==> src/rtl/mult_div_unit_if.sv <==
// Request/response bundle for the multiply/divide unit: operation launch,
// HI/LO moves, status flags and the architectural HI/LO values.
interface mult_div_unit_if;
    logic        start;
    logic [1:0]  op;
    logic [31:0] rs_data;
    logic [31:0] rt_data;
    logic        mthi;
    logic        mtlo;
    logic        busy;
    logic        done;
    logic        div_by_zero;
    logic [31:0] hi;
    logic [31:0] lo;

    modport master (
        output start, op, rs_data, rt_data, mthi, mtlo,
        input  busy, done, div_by_zero, hi, lo
    );

    modport slave (
        input  start, op, rs_data, rt_data, mthi, mtlo,
        output busy, done, div_by_zero, hi, lo
    );
endinterface

==> src/rtl/mult_div_unit.sv <==
// Iterative 32-bit MULT/MULTU/DIV/DIVU unit with HI/LO registers:
// one bit per cycle, 32 iterations, sign fix-up applied on the final edge.
module mult_div_unit (
    input  logic          clock,
    input  logic          reset,
    mult_div_unit_if.slave bus
);
    localparam int unsigned W     = 32;
    localparam int unsigned CNT_W = 6;
    localparam int unsigned ITERS = 32;

    typedef enum logic [1:0] {IDLE = 2'd0, BUSY = 2'd1, DONE = 2'd2} state_t;

    state_t             state_q, state_d;
    logic [1:0]         op_q;
    logic [W-1:0]       a_q, b_q;
    logic [2*W-1:0]     acc_q, acc_step, acc_init, prod;
    logic [CNT_W-1:0]   cnt_q;
    logic               busy_q, done_q, dbz_q, busy_d, done_d, dbz_d;
    logic [W-1:0]       hi_q, lo_q, res_hi, res_lo;
    logic [W-1:0]       mag_a, mag_b, in_mag_a, in_mag_b, quo, rem;
    logic [W:0]         sum, trial;
    logic               is_div, neg_a, neg_b, div_zero, last_iter, in_signed;

    // Operand decode: op[0]=1 means unsigned, op[1]=1 means divide
    assign is_div    = op_q[1];
    assign neg_a     = ~op_q[0] & a_q[W-1];
    assign neg_b     = ~op_q[0] & b_q[W-1];
    assign mag_a     = neg_a ? W'(-a_q) : a_q;
    assign mag_b     = neg_b ? W'(-b_q) : b_q;
    assign div_zero  = is_div && (b_q == '0);
    assign last_iter = (cnt_q == CNT_W'(ITERS - 1));

    // Accumulator seed taken straight from the inputs on the start edge
    assign in_signed = ~bus.op[0];
    assign in_mag_a  = (in_signed & bus.rs_data[W-1]) ? W'(-bus.rs_data) : bus.rs_data;
    assign in_mag_b  = (in_signed & bus.rt_data[W-1]) ? W'(-bus.rt_data) : bus.rt_data;
    assign acc_init  = bus.op[1] ? {W'(0), in_mag_a} : {W'(0), in_mag_b};

    // One iteration: shift-add multiply (right shift) or restoring divide (left shift)
    always_comb begin
        sum      = '0;
        trial    = '0;
        acc_step = acc_q;
        if (is_div) begin
            trial = acc_q[2*W-1:W-1] - {1'b0, mag_b};
            if (!trial[W])
                acc_step = {trial[W-1:0], acc_q[W-2:0], 1'b1};
            else
                acc_step = {acc_q[2*W-2:0], 1'b0};
        end else begin
            sum      = {1'b0, acc_q[2*W-1:W]} + (acc_q[0] ? {1'b0, mag_a} : (W+1)'(0));
            acc_step = {sum, acc_q[W-1:1]};
        end
    end

    // Sign fix-up; remainder follows the dividend so division truncates toward zero
    always_comb begin
        quo    = acc_step[W-1:0];
        rem    = acc_step[2*W-1:W];
        prod   = (neg_a ^ neg_b) ? (2*W)'(-acc_step) : acc_step;
        res_hi = prod[2*W-1:W];
        res_lo = prod[W-1:0];
        if (is_div) begin
            res_lo = (neg_a ^ neg_b) ? W'(-quo) : quo;
            res_hi = neg_a ? W'(-rem) : rem;
        end
    end

    always_ff @(posedge clock or posedge reset) begin
        if (reset) state_q <= IDLE;
        else       state_q <= state_d;
    end

    always_comb begin
        state_d = state_q;
        case (state_q)
            IDLE:    if (bus.start) state_d = BUSY;
            BUSY:    if (div_zero || last_iter) state_d = DONE;
            DONE:    state_d = IDLE;
            default: state_d = IDLE;
        endcase
    end

    always_comb begin
        busy_d = (state_d == BUSY);
        done_d = (state_d == DONE);
        dbz_d  = (state_d == DONE) && div_zero;
    end

    // Status flags, operand capture, iteration and HI/LO update
    always_ff @(posedge clock or posedge reset) begin
        if (reset) begin
            busy_q <= 1'b0;
            done_q <= 1'b0;
            dbz_q  <= 1'b0;
            op_q   <= '0;
            a_q    <= '0;
            b_q    <= '0;
            acc_q  <= '0;
            cnt_q  <= '0;
            hi_q   <= '0;
            lo_q   <= '0;
        end else begin
            busy_q <= busy_d;
            done_q <= done_d;
            dbz_q  <= dbz_d;
            if (state_q == IDLE) begin
                if (bus.start) begin
                    op_q  <= bus.op;
                    a_q   <= bus.rs_data;
                    b_q   <= bus.rt_data;
                    acc_q <= acc_init;
                    cnt_q <= '0;
                end else begin
                    if (bus.mthi) hi_q <= bus.rs_data;
                    if (bus.mtlo) lo_q <= bus.rs_data;
                end
            end else if (state_q == BUSY && !div_zero) begin
                acc_q <= acc_step;
                cnt_q <= cnt_q + CNT_W'(1);
                if (last_iter) begin
                    hi_q <= res_hi;
                    lo_q <= res_lo;
                end
            end
        end
    end

    assign bus.busy        = busy_q;
    assign bus.done        = done_q;
    assign bus.div_by_zero = dbz_q;
    assign bus.hi          = hi_q;
    assign bus.lo          = lo_q;
endmodule

==> src/flat_wrapper.sv <==
// flat-port wrapper written by rule: the top's interface ports become plain ports
module mult_div_unit_flat 
  (clock, reset, bus_start, bus_op, bus_rs_data, bus_rt_data, bus_mthi, bus_mtlo, bus_busy, bus_done, bus_div_by_zero, bus_hi, bus_lo);
  mult_div_unit_if bus_i ();
  input  logic clock;
  input  logic reset;
  input wire logic [$bits(bus_i.start)-1:0] bus_start;
  input wire logic [$bits(bus_i.op)-1:0] bus_op;
  input wire logic [$bits(bus_i.rs_data)-1:0] bus_rs_data;
  input wire logic [$bits(bus_i.rt_data)-1:0] bus_rt_data;
  input wire logic [$bits(bus_i.mthi)-1:0] bus_mthi;
  input wire logic [$bits(bus_i.mtlo)-1:0] bus_mtlo;
  output wire logic [$bits(bus_i.busy)-1:0] bus_busy;
  output wire logic [$bits(bus_i.done)-1:0] bus_done;
  output wire logic [$bits(bus_i.div_by_zero)-1:0] bus_div_by_zero;
  output wire logic [$bits(bus_i.hi)-1:0] bus_hi;
  output wire logic [$bits(bus_i.lo)-1:0] bus_lo;
  assign bus_i.start = bus_start;
  assign bus_i.op = bus_op;
  assign bus_i.rs_data = bus_rs_data;
  assign bus_i.rt_data = bus_rt_data;
  assign bus_i.mthi = bus_mthi;
  assign bus_i.mtlo = bus_mtlo;
  assign bus_busy = bus_i.busy;
  assign bus_done = bus_i.done;
  assign bus_div_by_zero = bus_i.div_by_zero;
  assign bus_hi = bus_i.hi;
  assign bus_lo = bus_i.lo;
  mult_div_unit u_core (.clock(clock), .reset(reset), .bus(bus_i));
endmodule
==> config.mk <==
export PLATFORM = sky130hd
export DESIGN_NAME = mult_div_unit_flat
export DESIGN_NICKNAME = d
export VERILOG_FILES = /design/src/rtl/mult_div_unit_if.sv /design/src/rtl/mult_div_unit.sv /design/src/flat_wrapper.sv
export SDC_FILE = /design/constraint.sdc
export NUM_CORES = 1
export LEC_CHECK = 0
export ABC_AREA = 1
export BUFFER_PORTS_ARGS = -buffer_cell sky130_fd_sc_hd__buf_2
export CAP_MARGIN = 20
export CORE_AREA = 2 2 188 236
export DETAILED_ROUTE_END_ITERATION = 16
export DIE_AREA = 0 0 190 238
export HOLD_SLACK_MARGIN = 0.06
export PLACE_DENSITY = 0.7
export SYNTH_ARGS = -nofsm -noshare
export SYNTH_HDL_FRONTEND = slang
export SYNTH_SLANG_ARGS = --single-unit
==> constraint.sdc <==
create_clock -name clock -period 7 [get_ports clock]
set_input_delay 0 -clock clock [delete_from_list [all_inputs] [get_ports clock]]
set_output_delay 0 -clock clock [all_outputs]
set_load 0.01 [all_outputs]
==> metrics list <==
- Run status: finished clean
- Data on the critical path arrives at its endpoint at 6.66 ns.
- Post-synthesis register bit count: about 200
* Max incr delay on CP: 0.41 ns
- Area growth from synthesis to final layout: 14.2%
* Final Instance Area: 23300 um^2
- STA classifies the critical path endpoint as a flip-flop.
- Final hold violations: 0
- For this design, the slowest cell found on the critical path is sky130_fd_sc_hd__dfrtp_1.
* DR pass1 iterations: 6
- The share of the Yosys chip area taken by registers is 0.252.
- Setup slack at placement: 0.454 ns
- Placement Cell Area: 21500 um^2
- After filler insertion, the fill cell instance count of the layout stands at 4413.
* Diode insertion count for antenna repair: 0
- Antenna Violating Nets Remaining: 0
- After detailed routing, the average wire length per cell comes to 21.1 um.
* Combinational power share: 0.318
* Class of the most critical hold timing path: primary input to asynchronous set/reset pin
- For this run, design rule violations remaining after detail routing come to 0.
* Post-synth top flop: sky130_fd_sc_hd__dfrtp_1
* Final Wtd Congestion: ~1.1
- The cell area that synthesis handed to floorplanning was 20400 um^2.
- Across the whole layout, storage elements account for 5130 um^2.
- Across the routed clock network, the largest skew measured is 0.0263 ns.
* Share of post-route cells with drive strength above 1: 0.0988
- The die is 238 um tall.
- Adding up every negative setup slack in the final design gives 0 ns.
* Path type of the worst setup path: flip-flop to flip-flop
- Startpoint types: flip-flop
- Switching fraction of total power: 0.376
- Max-cap viol count: 0
- Synthesis produced a netlist whose cell count is about 3400.
- For this design the static power due to leakage is 0.0118 uW.
- Commonest cells in the synthesized netlist: sky130_fd_sc_hd__nand2_1 (928), sky130_fd_sc_hd__inv_1 (471), sky130_fd_sc_hd__nor2_1 (411)
- X dimension of the die: 190 um
- By area the synthesized netlist is led by sky130_fd_sc_hd__dfrtp_1 (25%), sky130_fd_sc_hd__nand2_1 (17%), sky130_fd_sc_hd__inv_1 (8.7%).
- Ports: 138
- Counting I/O delays and the setup requirement, the final critical path takes 6.22 ns.
- Summed over all nets, the switching power comes to ~1500 uW.
- Maximum level of the CTS H-tree: 1
* Number of antenna violations at the first check in global routing: 1
* Total via count after detailed routing: approximately 24000
* Multi-input logic area: 13000 um^2
- In this run the clock root is driven by a sky130_fd_sc_hd__clkbuf_16.
- Cell internal pwr: 2430 uW
* Core outline area: 42900 um^2
- Counting every net in the synthesized netlist gives 3578.
* Highest Clock Rate: about 160 MHz
- The number of different library cells used by synthesis comes to 58.
- Vias in the first global route: 22500
- Total die area: ~45000 um^2
- sky130_fd_sc_hd__dfrtp_1 takes more of the synthesized area than any other cell.
* Total design power: 3900 uW
* Clock-pin slew on the worst setup and hold paths: 0.07 ns
- Async set-or-reset flop fraction in the synthesized netlist: 1.00
* TritonCTS buffer count: 23
- Standard-cell row count: 85
* Slew HR: 0.258
* Global-route wire length before repair: between 100000 and 150000 um
* Nets@finish: 3741
- For the worst-skew pair, the clock arrives at the later sink with an insertion delay of 0.56 ns.
- In the global route stage, overall resource usage came out at 0.386.
- Fraction of post-synthesis cell area in the top cell type by area: 0.252
* Register-to-Register Path Depth: 45
- Average vias per placed instance: 5.73
- VDD IR-drop max: 0.184 mV
- Initial cell density of the core: 0.475
* Required time at the endpoint of the critical path: 7.43 ns
- Worst Setup Slack, final: 0.779 ns
- In this run the tool buffered the top-level ports with 137 buffer cells.
* Post-Synthesis Mean Instance Area: 5.93 um^2
- For the pin with the worst max-slew slack, the measured transition is 1.10 ns.
- Final number of setup-violating endpoints: 0
- Counting flops with a built-in enable in the synthesized netlist gives 0.
* Critical Path Fanout Max: 6
- Estimated wirelength of the detail-placed design: 68900 um
- CTS tree: built
- By instance count, the cell type seen most on the critical path is sky130_fd_sc_hd__nand2_1.
* Total congestion overflow: 0
- The share of total power dissipated in sequential elements is 0.333.
- Count of routing violations after the opening detailed-route iteration: roughly 2600
- Pin count of the biggest net entering global routing: 108
- Final critical-path share of the clock period: 0.889
- Buffers from clock root to sink, at most: 3
* Number of warnings issued by yosys: 0
* Power density cells: 167 nW/um^2
- The clock net in this run drives a total of slightly above 200 sinks.
* Max-slew violations: 0
- The most common cell in the synthesized netlist is sky130_fd_sc_hd__nand2_1.
* Aggregate routed wire length: just under 90000 um
* Clock network fraction of design power: 0.349
==> stage by stage <==
step	utilization	instances	hold WS [ns]
after floorplan	-	3434	0.110
after global placement	0.501	4047	0.195
after detailed placement	0.501	4047	0.195
after CTS	0.541	4174	0.173
after global routing	0.543	4177	0.251
final	0.543	4177	0.155
==> sequential cells by signal, summed over array words and instances (netlist names) <==
name / count
u_core.bus.busy: 1
u_core.bus.lo: 32
u_core.cnt_q: 6
u_core.bus.div_by_zero: 1
u_core.bus.hi: 32
u_core.a_q: 32
u_core.bus.done: 1
u_core.b_q: 32
u_core.state_q: 2
u_core.acc_q: 64
u_core.op_q: 2
==> layer usage <==
metal  up-vias  wire length, um  global-route usage
met1     11000            33000               0.456
met5         -                0                   0
met2      1179            39300               0.619
met4         0             8970               0.325
met3       316             6760              0.0540
li1      11500                -                   -
==> timing repair <==
item                       CTS  global route
setup buffers                0             2
hold buffers                87             0
setup endpoints to repair    0            20
hold endpoints to repair   224             0
resized for setup            0            17
==> path summary, 6_finish.rpt <==
kind,start,end,slack (ns)
min in group clock,bus_op[1],u_core.acc_q[26]$_DFFE_PP0P_,0.24
min reg2reg,u_core.bus.lo[7]$_DFFE_PP0P_,u_core.bus.lo[7]$_DFFE_PP0P_,0.48
max reg2reg,u_core.b_q[0]$_DFFE_PP0P_,u_core.bus.hi[20]$_DFFE_PP0P_,0.78
max,u_core.b_q[0]$_DFFE_PP0P_,u_core.bus.hi[20]$_DFFE_PP0P_,0.78
max in group asynchronous,reset,u_core.bus.lo[28]$_DFFE_PP0P_,5.45
min,reset,u_core.b_q[19]$_DFFE_PP0P_,0.16
==> cell type report <==
cell class | instances | area share
inverter | 492 | 0.0797
clock buffer | 31 | 0.0286
sequential | 205 | 0.221
multi-input combinational | 2621 | 0.557
timing repair buffer | 254 | 0.0765
clock inverter | 9 | 0.00704
tap | 565 | 0.0304
==> cell usage in the layout (no fill, tap or decap), drive strengths merged, types with 3 or more instances in the layout <==
cell | netlist | final
nand4 | 33 | 33
dlygate4sd3 | 0 | 87
and3 | 6 | 6
nand2 | 972 | 972
xor2 | 33 | 33
o31ai | 10 | 10
dfrtp | 205 | 205
a21oi | 239 | 239
o22ai | 26 | 26
nand3 | 248 | 248
xnor2 | 13 | 13
nor2 | 437 | 437
and2 | 4 | 4
bufinv | 0 | 4
buf | 38 | 166
nor3 | 89 | 89
o21a | 5 | 5
nand3b | 4 | 4
or2 | 13 | 13
clkbuf | 78 | 32
o221ai | 5 | 5
ha | 71 | 71
clkinv | 4 | 4
o311ai | 8 | 8
inv | 488 | 491
a31oi | 33 | 33
o21ai | 321 | 321
a21o | 3 | 3
o21bai | 8 | 8
o211ai | 12 | 12
a41oi | 5 | 5
nor4 | 9 | 9
==> kinds of logic (layout without fill, tap and decap cells) <==
family / count (synthesis) / count (layout) / synth area share
AND/OR/NAND/NOR: 1818 / 1818 / 0.381
XOR/XNOR: 46 / 46 / 0.0198
flip-flops: 205 / 205 / 0.252
buffers and inverters: 608 / 786 / 0.117
AO/OA/AOI/OAI: 684 / 684 / 0.184
adder cells (fa/ha/maj): 73 / 73 / 0.0456
==> worst max-delay path, delay by kind of cell, from the launching register on <==
family                     cells  cell delay (ns)
adders and majority gates      3             0.63
DFF                            1             0.41
and+or+nand+nor               31             3.82
AOI/OAI and AO/OA              5             0.66
xor gates and xnor gates       1             0.18
buffers and inverters          5             0.41
==> power groups by stage <==
stage               logic (uW)  clock network, uW  registers, uW
floorplan                  774                  0           1300
global placement          1150                  0           1310
detailed placement        1150                  0           1320
CTS                       1190               1370           1290
global route              1350               1410           1300
finish                    1240               1360           1300
Note: power is estimated with default switching activity, not from simulation.
